File: src/rtl/mult_pkg.sv
// mult_pkg: shared types and sizes for the multiply arbiter/controller.
// Holds the controller state encoding, operand width, iteration count
// and requester count used by mult_arbiter_ctrl and mult_rr_arb.

package mult_pkg;

    localparam int OP_WIDTH   = 8;
    localparam int ITER_COUNT = 8;
    localparam int REQ_COUNT  = 2;
    localparam int CNT_W      = $clog2(ITER_COUNT);

    // Last shift-add iteration: the multiplier sign bit is handled here.
    localparam logic [CNT_W-1:0] LAST_ITER = CNT_W'(ITER_COUNT - 1);

    typedef enum logic [2:0] {
        IDLE,
        LOAD,
        CLEAR,
        ADDSUB,
        SHIFT,
        DONE
    } state_t;

endpackage

File: src/rtl/mult_rr_arb.sv
// mult_rr_arb: picks one requester for the shared multiplier.
// Build option MULT_ARB_ROUND_ROBIN_EN: when defined, the requester that
// last completed becomes lowest priority; when undefined, requester 0
// always wins and no pointer state exists.

module mult_rr_arb
    import mult_pkg::*;
(
    input  logic                 Clk,
    input  logic                 Reset,
    input  logic [REQ_COUNT-1:0] i_req,
    input  logic                 i_advance,
    input  logic [REQ_COUNT-1:0] i_owner,
    output logic [REQ_COUNT-1:0] o_winner
);

`ifdef MULT_ARB_ROUND_ROBIN_EN
    // Set when requester 1 holds priority over requester 0.
    logic r_ptr;

    // Hand priority to the requester that did not just finish.
    always_ff @(posedge Clk) begin
        if (Reset) begin
            r_ptr <= 1'b0;
        end else if (i_advance) begin
            r_ptr <= i_owner[0];
        end
    end

    // Grant the prioritised requester first, otherwise whoever asks.
    always_comb begin
        // NOTE: default first so every path assigns o_winner and no latch is inferred.
        o_winner = '0;
        if (r_ptr && i_req[1]) begin
            o_winner = 2'b10;
        end else if (i_req[0]) begin
            o_winner = 2'b01;
        end else if (i_req[1]) begin
            o_winner = 2'b10;
        end
    end
`else
    // Fixed priority has no state; these inputs are intentionally ignored.
    wire w_unused = &{1'b0, Clk, Reset, i_advance, i_owner};

    // Requester 0 always wins a simultaneous request.
    always_comb begin
        // NOTE: default first so every path assigns o_winner and no latch is inferred.
        o_winner = '0;
        if (i_req[0]) begin
            o_winner = 2'b01;
        end else if (i_req[1]) begin
            o_winner = 2'b10;
        end
    end
`endif

endmodule

File: src/rtl/mult_arbiter_ctrl.sv
// mult_arbiter_ctrl: shares one external shift-add signed multiplier
// datapath between two requesters. Sequence per job:
// LOAD, CLEAR, 8 x (ADDSUB, SHIFT), DONE = 19 cycles.
// Build option MULT_ARB_ROUND_ROBIN_EN selects round-robin arbitration
// in mult_rr_arb; undefined gives fixed priority to requester 0.

module mult_arbiter_ctrl
    import mult_pkg::*;
(
    input  logic                    Clk,
    input  logic                    Reset,
    input  logic [REQ_COUNT-1:0]    req,
    input  logic [OP_WIDTH-1:0]     opa0,
    input  logic [OP_WIDTH-1:0]     opa1,
    input  logic [OP_WIDTH-1:0]     opb0,
    input  logic [OP_WIDTH-1:0]     opb1,
    input  logic                    M,
    input  logic [OP_WIDTH-1:0]     Aval,
    input  logic [OP_WIDTH-1:0]     Bval,
    output logic [REQ_COUNT-1:0]    gnt,
    output logic [OP_WIDTH-1:0]     Din_S,
    output logic [OP_WIDTH-1:0]     Din_B,
    output logic                    Ld_SB,
    output logic                    Clr_XA,
    output logic                    Add,
    output logic                    Sub,
    output logic                    Shift,
    output logic [REQ_COUNT-1:0]    done,
    output logic [2*OP_WIDTH-1:0]   product
);

    state_t                  r_state;
    state_t                  w_next;
    logic [CNT_W-1:0]        r_cnt;
    logic [REQ_COUNT-1:0]    r_owner;
    logic [OP_WIDTH-1:0]     r_opa;
    logic [OP_WIDTH-1:0]     r_opb;
    logic [2*OP_WIDTH-1:0]   r_product;
    logic [REQ_COUNT-1:0]    w_winner;
    logic                    w_advance;
    logic                    w_start;

    assign w_advance = (r_state == DONE);
    assign w_start   = (r_state == IDLE) && (|req);

    mult_rr_arb u_arb (
        .Clk       (Clk),
        .Reset     (Reset),
        .i_req     (req),
        .i_advance (w_advance),
        .i_owner   (r_owner),
        .o_winner  (w_winner)
    );

    // Grant is held from LOAD through DONE; done pulses only in DONE.
    assign gnt     = (r_state != IDLE) ? r_owner : '0;
    assign done    = w_advance ? r_owner : '0;
    assign Din_S   = r_opa;
    assign Din_B   = r_opb;
    assign product = r_product;

    // State register.
    always_ff @(posedge Clk) begin
        // NOTE: non-blocking assignment so every flop samples pre-edge values.
        if (Reset) begin
            r_state <= IDLE;
        end else begin
            r_state <= w_next;
        end
    end

    // Next-state decode and datapath strobes; at most one strobe per state.
    always_comb begin
        w_next = r_state;
        Ld_SB  = 1'b0;
        Clr_XA = 1'b0;
        Add    = 1'b0;
        Sub    = 1'b0;
        Shift  = 1'b0;
        case (r_state)
            IDLE:   if (|req) w_next = LOAD;
            LOAD: begin
                Ld_SB  = 1'b1;
                w_next = CLEAR;
            end
            CLEAR: begin
                Clr_XA = 1'b1;
                w_next = ADDSUB;
            end
            ADDSUB: begin
                // Multiplier sign bit carries negative weight: subtract on the last step.
                Add    = M && (r_cnt != LAST_ITER);
                Sub    = M && (r_cnt == LAST_ITER);
                w_next = SHIFT;
            end
            SHIFT: begin
                Shift  = 1'b1;
                w_next = (r_cnt == LAST_ITER) ? DONE : ADDSUB;
            end
            DONE:    w_next = IDLE;
            default: w_next = IDLE;
        endcase
    end

    // Owner/operand capture at start, iteration counter, result capture in DONE.
    always_ff @(posedge Clk) begin
        if (Reset) begin
            r_owner   <= '0;
            r_opa     <= '0;
            r_opb     <= '0;
            r_cnt     <= '0;
            r_product <= '0;
        end else begin
            if (w_start) begin
                r_owner <= w_winner;
                r_opa   <= w_winner[1] ? opa1 : opa0;
                r_opb   <= w_winner[1] ? opb1 : opb0;
            end
            if (r_state == CLEAR) begin
                r_cnt <= '0;
            end else if ((r_state == SHIFT) && (r_cnt != LAST_ITER)) begin
                r_cnt <= r_cnt + CNT_W'(1);
            end
            if (r_state == DONE) begin
                r_product <= {Aval, Bval};
            end
        end
    end

endmodule

File: config.mk
export PLATFORM = sky130hd
export DESIGN_NAME = mult_arbiter_ctrl
export DESIGN_NICKNAME = d
export VERILOG_FILES = /design/src/rtl/mult_pkg.sv /design/src/rtl/mult_rr_arb.sv /design/src/rtl/mult_arbiter_ctrl.sv
export SDC_FILE = /design/constraint.sdc
export NUM_CORES = 1
export LEC_CHECK = 0
export ABC_AREA = 0
export BUFFER_PORTS_ARGS = -buffer_cell sky130_fd_sc_hd__buf_2
export CAP_MARGIN = 20
export CORE_ASPECT_RATIO = 0.75
export CORE_MARGIN = 2
export CORE_UTILIZATION = 45
export DETAILED_ROUTE_END_ITERATION = 12
export PLACE_DENSITY = 0.79
export SYNTH_ARGS = -nofsm -noshare
export SYNTH_HDL_FRONTEND = slang
export SYNTH_HIERARCHICAL = 1
export SYNTH_SLANG_ARGS = --single-unit
File: constraint.sdc
create_clock -name Clk -period 1.85 [get_ports Clk]
set_input_delay 0.37 -clock Clk [delete_from_list [all_inputs] [get_ports Clk]]
set_output_delay 0.37 -clock Clk [all_outputs]
set_load 0.05 [all_outputs]
After elaboration in Yosys (flattened, before gate mapping)
Index checks and enable logic that the tools add are counted.
{ "op_classes": {"eq_ne": 8, "add_sub_neg": 1, "mux": 14, "reduce_logical": 8} }
{ "op_table": {"columns": ["cell", "count"], "rows": [
  ["$mux W8", 2],
  ["$pmux W3 S5", 1],
  ["$eq A3 B3 Y1 const B", 3],
  ["$mux W2", 4],
  ["$eq A3 B2 Y1 const B", 2],
  ["$mux W3", 2],
  ["$mux W1", 5],
  ["$logic_and A1 B1 Y1", 4],
  ["$reduce_or A2 Y1", 2],
  ["$add A3 B1 Y3 const B", 1],
  ["$eq A3 B1 Y1 const B", 1],
  ["$logic_not A3 Y1", 1],
  ["$ne A3 B3 Y1 const B", 1],
  ["$reduce_bool A3 Y1", 1],
  ["$ne A2 B1 Y1 const B", 1]
]} }
{ "totals": {"regBits": 40, "out_inout_bits": 41, "word_cells": 37} }

Longest topological paths before layout
Gate-level depths: netlist (run 1).
{ "depth": {"word_depth": 3, "ltp_mapped": 6} }

Cells and area by module
Netlist (run 1), hierarchy kept.
{ "modules_own_cells": {"columns": ["mod", "area_per_inst_um2", "cells_each", "instances", "seq_area_each_um2"], "rows": [
  ["mult_arbiter_ctrl", 1804.2, 194, 1, 800.8],
  ["mult_rr_arb", 21.3, 2, 1, 0.0]
]} }

Least setup slack after synthesis (run 1)
No wires, ideal clock.
{ "synth_timing": {"kind": "register -> register", "from": "register r_state[1]", "to": "register r_cnt[1]", "path_buffers": 1, "period_less_slack_ps": 2182, "path_stages_with_launch": 5, "slack_ps": -332, "required_time_ps": 1736, "arrival_ps": 2067, "path_cell_list": "dfxtp_1 buf_6 nor3b_1 or2_2 nor2_1"} }
{ "synth_between": {"elab_chain_len": 2, "word_cells_on_any_way": 4, "classes_between": "2 x eq/ne; 2 x reduce/logical"} }
{ "synth_lines": {"columns": ["element", "line_no", "source"], "rows": [
  ["start, declared", "mult_arbiter_ctrl.sv:32", "state_t r_state;"],
  ["start signal, assigned", "mult_arbiter_ctrl.sv:68", "r_state <= w_next;"],
  ["$eq A3 B2 Y1 / $eq A3 B3 Y1 (equally long branches)", "mult_arbiter_ctrl.sv:119, mult_arbiter_ctrl.sv:121", null],
  ["$reduce_or A2 Y1 (no line) / $logic_and A1 B1 Y1 (equally long branches)", null, null],
  ["end signal, assigned", "mult_arbiter_ctrl.sv:122", "r_cnt <= r_cnt + CNT_W'(1);"],
  ["end, declared", "mult_arbiter_ctrl.sv:34", "logic [CNT_W-1:0] r_cnt;"]
]} }
Several ways; a longest one is shown, not always the timed one.
A chain may end at the register's enable or synchronous reset.

Worst setup path in the final report (run 1)
{ "layout_timing": {"from": "register r_state[1]", "to": "output done[0]"} }
{ "layout_between": {"elab_chain_len": 2} }
{ "layout_lines": {"columns": ["element", "line_no", "source"], "rows": [
  ["$eq A3 B3 Y1", "mult_arbiter_ctrl.sv:43", "assign w_advance = (r_state == DONE);"],
  ["$mux W2", "mult_arbiter_ctrl.sv:57", "assign done = w_advance ? r_owner : '0;"],
  ["end, declared", "mult_arbiter_ctrl.sv:28", "output logic [REQ_COUNT-1:0] done,"]
]} }
Every way passes these cells.

==> results of run 1 <==
==> routing by layer <==
layer | track usage [%] | wire, µm | share of wire (%)
met5 | 0 | 0 | 0
met4 | 6.888 | 43 | 1.1
met3 | 4.726 | 241 | 5.9
met2 | 30.68 | 1799 | 44
met1 | 24.40 | 1986 | 49
==> worst min-delay path: stages <==
cell,delay [ps]
buf_2,90
nand2_1,40
a21oi_1,50
==> through the flow <==
stage               std cells  area, µm²  setup slack, ps  power, mW
global placement          335       2310            314.3      1.611
floorplan                 196       1836            57.14      1.475
detailed placement        335       2310            299.7      1.618
finish                    343       2412            98.08      2.174
global route              343       2412            7.937      2.290
CTS                       343       2401            23.03      2.202
==> Yosys cell counts <==
library cell / n / area (µm²)
nor3b_1: 2 / 15.01
buf_4: 6 / 45.04
clkbuf_4: 1 / 7.510
a22oi_1: 1 / 7.510
a211oi_1: 13 / 97.59
buf_2: 3 / 15.01
xnor2_1: 1 / 8.760
o21ai_1: 2 / 10.01
nand3_1: 1 / 5.000
nand2_1: 32 / 120.1
nor3_4: 1 / 16.27
nand2b_1: 2 / 12.51
and2_1: 3 / 18.77
nor2b_4: 1 / 13.76
nor3_1: 1 / 5.000
nor2_1: 6 / 22.52
or2_2: 1 / 6.260
nor2_2: 1 / 6.260
and2b_2: 1 / 8.760
nand3b_4: 1 / 20.02
a2111oi_0: 1 / 8.760
inv_2: 1 / 3.750
dfxtp_1: 40 / 800.8
or2_1: 1 / 6.260
ha_1: 2 / 25.02
clkbuf_1: 4 / 15.01
xor2_1: 1 / 8.760
nor2b_1: 3 / 18.77
a21oi_1: 33 / 165.2
mux2i_1: 18 / 180.2
a211oi_2: 3 / 37.54
inv_1: 2 / 7.510
nor4b_4: 1 / 23.77
nand4b_1: 2 / 17.52
buf_6: 4 / 45.04
==> how the worst max path moves through the flow <==
stage	from	endpoint
2_1_floorplan	r_state[0]	Add
5_1_grt	r_state[1]	done[1]
4_1_cts	r_cnt[0]	Sub
3_3_place_gp	r_state[0]	Add
3_5_place_dp	r_state[0]	Add
6_report	r_state[1]	done[0]
==> power groups by stage <==
stage / clock (mW) / sequential, mW / combinational (mW)
final: 0.571 / 0.975 / 0.627
after global routing: 0.633 / 0.986 / 0.671
after CTS: 0.598 / 0.974 / 0.630
after detailed placement: 0 / 0.991 / 0.627
after global placement: 0 / 0.991 / 0.619
after floorplan: 0 / 1.17 / 0.305
==> state kept, by name, summed over array words and instances, names as in the netlist <==
| signal | count |
|---|---|
| r_cnt | 3 |
| r_owner | 2 |
| product | 16 |
| Din_S | 8 |
| r_state | 3 |
| Din_B | 8 |
==> layout make-up <==
class | count | area [µm²] | area share [%]
flip-flops and latches | 40 | 803.3 | 33.30
clock buffers | 8 | 90.09 | 3.734
well taps | 55 | 68.82 | 2.853
multi-input cells | 135 | 900.9 | 37.34
inverters | 3 | 11.26 | 0.4668
repair buffers | 102 | 538.0 | 22.30
==> kinds of logic after synthesis <==
family,count (synthesis)
simple gates,60
compound gates,53
flops,40
buf+inv,21
mux,18
xor+xnor,2
fa+ha+maj,2
==> repair_timing <==
action                     4_1_cts  5_1_grt
gates resized for setup          1        6
setup endpoints to repair        2        4
setup buffers                    0        0
==> impl_results.md, run 1 <==
* CP Cell Sequence: nand3b_4, inv_2, and2_1, buf_2
* Vias per inst at 4.787
* Post-layout net count at between 300 and 400
* Clock sinks at 40
* CP delay by family, top: flip-flops
* Final setup violation count at 0
* Mapped Nets at around 250
* Top Ports at between 90 and 100
* Startpoint Class: flip-flop
* Synth Area in Compound Gates at roughly 18%
* CP Max Fanout at 8
* Drt pass-1 iters at 5
* Routed wire length at 4071 µm
* Clk pin slew, worst setup/hold paths at 70 ps
* Global-route wire length before repair at 6796 µm
* WHS Endpoint: product[2]
* Initial antenna violation count at 0
* Critical path type: flip-flop to output pin
* Antenna fix cells at 0
* Cell Area, Synth at 1826 µm²
* Synth Register Bits at 40
* Max-cap viol count at 0
* Initial Utilization at 45.88%
* Port Buffer Count at 93
* RR Endpoint: r_cnt[1]
* GP Congestion at 0.7218
* Commonest non-fill, non-tap cell in the layout: buf_2
* Largest family of logic cells by synthesized area: simple AND/OR/NAND/NOR gates
* DP HPWL at 2875 µm
* Most frequent cells in the layout: buf_2 (91), dfxtp_1 (38), a21oi_1 (33)
* Worst path depth at 4
* Total number of vias at 1642
* Pwr Density at about 900 nW/µm²
* Part of the power in registers at 44.9%
* CP max stage cell: dfxtp_1
* Post-route DRC violation count at 0
* Switching Power at between 700 and 800 µW
* Power share of the combinational group at between 20 and 30%
* CP Capture Type: output pin
* Worst VDD drop at 0.4569 mV
* Drt first-iter violations at 75
* Hold Path Stages at 3
* XOR/XNOR Fraction of Synth Area at 0.9596%
* Die height at 59.16 µm
* Pleak at ~1.1 nW
* Count of pins over their slew limit at 0
* Clk_lat worst skew at 280 ps
* H-tree Lvls at 2
* Post-synthesis to final-layout area growth at 32.15%
* Seq/Total Area, Yosys at a little over two fifths
* Total gr overflow at 0
* Post-Synth Adder-Cell Area at under 10%
* Worst Hold Launch: Bval[2]
* Mapped Avg Cell Area at 9.314 µm²
* Fill count at 364
* Layout cells sized above 1 at around 43%
* Post-synthesis mux area share at 9.870%
* Max Freq at 0.5708 GHz
* Slew HR at 63.69%
* Outcome: finished clean
* Tmin final at approximately 1800 ps
* Synth warn at 6
* Post-CTS Hold Buffers at 0
* Total Die Area at around 4600 µm²
* Worst EP required at ~1500 ps
* Sw Ratio at 33.92%
* Final Util at ~61%
* Crit path DAT at 1380 ps
* Number of global-route vias before repair at 1477
* Hold Fails Final Rpt at 0
* CP bufs+invs at 2
* Clock buffer depth at 2
* CTS tree: yes
* R2R setup slack at 350 ps
* Reg2Reg Depth at 5
* Worst slew pin tran at about 540 ps
* Core area at 3979 µm²
* Period Utilization, post-route at 94.70%
* Die width at 77.55 µm
* Synth cell types at 35
* Clock share of power at between 20% and 30%
* Post-route ant nets at 0
* Num CTS Buffers at 5
* # rows at 20
* CP max stage delay at 510 ps
* Clock root buffer: clkbuf_8
* Worst Skew at 5.437 ps
* Hold_ws at 323.8 ps
* Largest net degree at the start of global routing at 31
* Simple-Gate Fraction of Synth Area at 18.44%
* Setup TNS at 0 ps
* Unrepaired setup endpoints after global routing: false
* RR Startpoint: r_cnt[0]
* HP Class: input pin to flip-flop
* DR WL/cell at 11.87 µm
* Int Pwr at around 1.4 mW
* Syn Inst Count at 196
* Total track usage at between 10% and 20%
No activity file was read; power rests on OpenSTA's default activity.
==> run 2: changes to the inputs <==
--- a/config.mk
+++ b/config.mk
@@ -8,11 +8,13 @@
 export ABC_AREA = 0
 export BUFFER_PORTS_ARGS = -buffer_cell sky130_fd_sc_hd__buf_2
 export CAP_MARGIN = 20
+export CELL_PAD_IN_SITES_DETAIL_PLACEMENT = 0
+export CELL_PAD_IN_SITES_GLOBAL_PLACEMENT = 1
 export CORE_ASPECT_RATIO = 0.75
 export CORE_MARGIN = 2
-export CORE_UTILIZATION = 45
+export CORE_UTILIZATION = 32
 export DETAILED_ROUTE_END_ITERATION = 12
-export PLACE_DENSITY = 0.79
+export PLACE_DENSITY_LB_ADDON = 0.1
 export SYNTH_ARGS = -nofsm -noshare
 export SYNTH_HDL_FRONTEND = slang
 export SYNTH_HIERARCHICAL = 1
==> constraint.sdc (replaced) <==
create_clock -name Clk -period 1.85 [get_ports Clk]
set_input_delay 0 -clock Clk [delete_from_list [all_inputs] [get_ports Clk]]
set_output_delay 0 -clock Clk [all_outputs]
set_load 0.05 [all_outputs]
==> impl_results.md, run 2 (same netlist as run 1, synthesis figures left out) <==
* Outcome: finished clean
* Busiest layer in global routing: met2
* Worst setup slack after layout at 130.2 ps
* Most frequent cells in the layout: buf_2 (93), dfxtp_1 (40), a21oi_1 (33)
* Clock sinks at 40
* GP Congestion at 0.7068
* Drt first-iter violations at 34
* Max FFs per register at 16
* Unrepaired setup endpoints after global routing: false
* Num CTS Buffers at 5
* Period Utilization, post-route at around 93%
* CP Max Fanout at 18
* Vias per inst at between 4 and 5
* CP Cell Sequence: nand3b_4, inv_2, and2_1, buf_2
* Post-layout net count at 354
* Layout cells sized above 1 at about 39%
* Port Buffer Count at 93
* Worst Skew at roughly 7.4 ps
* Largest net degree at the start of global routing at 29
* Place WS at 226.3 ps
* Clock root buffer: clkbuf_8
* H-tree Lvls at 2
* Slew HR at 50.44%
* Count of pins over their slew limit at 0
* Tmin final at 1720 ps
* CTS tree: yes
* Antenna fix cells at 0
* CP delay by family, top: flip-flops
* Post-route cell area at 2542 µm²
* Total Die Area at around 6300 µm²
* Clk pin slew, worst setup/hold paths at 80 ps
* Die height at 69.41 µm
* Startpoint Class: flip-flop
* Area after DPL at 2305 µm²
* CP bufs+invs at 2
* HP Class: input pin to flip-flop
* Total track usage at 15.22%
* DP HPWL at 3127 µm
* Worst slew pin tran at around 740 ps
* Top Ports at 94
* Worst EP required at between 1500 and 2000 ps
* # rows at 23
* M3 GR Usage at 3.804%
* Pleak at 1.161 nW
* Max Freq at between 0.5 and 0.6 GHz
* Routed wire length at 4553 µm
* Post-route DRC violation count at 0
* Post-route ant nets at 0
* Drt pass-1 iters at 4
* Core area at 5410 µm²
* Pwr Density at 844.8 nW/µm²
* Inst Count DP at about 350
* CP max stage delay at 620 ps
* Total number of vias at about 1700
* Final setup violation count at 0
* CP Capture Type: output pin
* Setup TNS at 0 ps
* Total gr overflow at 0
* Global routing usage on met2 at a little under a quarter
* Hold Fails Final Rpt at 0
* Clk_lat worst skew at 290 ps
* Critical path type: flip-flop to output pin
* Global-route wire length before repair at 7755 µm
* Commonest non-fill, non-tap cell in the layout: buf_2
* Met1 Use GR at 20.36%
* Initial antenna violation count at 0
* Max-cap viol count at 0
* Die width at 91.22 µm
* Post-synthesis to final-layout area growth at 39.27%
* CP max stage cell: dfxtp_1
* DR WL/cell at 12.17 µm
* Cell Count, Final, Fillers Out at approximately 370
* Worst VDD drop at 0.3259 mV
* Crit path DAT at approximately 1700 ps
* Number of global-route vias before repair at about 1700
* Initial Utilization at about a third
* R2R setup slack at ~230 ps
* Clock buffer depth at 2
run 2: cell count changes in the layout (fill, tap and decap cells not counted), moves of 2 or more:
cell           change
dlygate4sd3_1     +16
buf_4              -5
buf_2              +2
dfxtp_1            +2
dfxtp_2            -2
run 2: stage by stage:
step	total power, mW	util (%)	hold WS [ps]
3_3_place_gp	1.606	42.60	245.7
3_5_place_dp	1.606	42.60	247.2
5_1_grt	2.279	46.99	35.67
6_report	2.148	46.99	25.03
2_1_floorplan	1.475	-	136.0
4_1_cts	2.185	46.99	9.099
run 2: final cells by class:
type | count | area [µm²]
multi-input cells | 135 | 895.9
inverters | 3 | 11.26
well taps | 75 | 93.84
clock inverters | 1 | 5.005
clock buffers | 6 | 72.57
repair buffers | 114 | 663.1
fillers | 569 | 2868
flip-flops and latches | 40 | 800.8
run 2: tightest hold or removal path: stages:
cell and delay (ps):
buf_2 120, nand4b_1 90, o21ai_1 60
run 2: path summary, 6_finish.rpt:
check	endpoint	from	depth (start not counted)
setup / recovery	done[0]	r_state[0]	4
hold / removal	r_owner[0]	req[0]	3
setup reg to reg	Din_B[7]	r_state[0]	3
hold reg to reg	product[0]	product[0]	2
run 2: power breakdown:
part / internal [mW] / switching, mW / total, mW
Sequential: 0.927 / 0.0537 / 0.981
Clock: 0.256 / 0.284 / 0.541
Combinational: 0.213 / 0.414 / 0.626
Total: 1.40 / 0.751 / 2.15
run 2: what timing repair did:
item                      4_1_cts  5_1_grt
hold buffers                   16        0
gates resized for setup         0        0
hold endpoints to repair       16        0
buffers inserted                0        0
run 2: layer usage:
metal  routed length (µm)  vias to the layer above
met5                    0                        -
met4                   71                        0
met3                  238                        5
met2                 2001                       49
met1                 2241                      772
li1                     -                      885
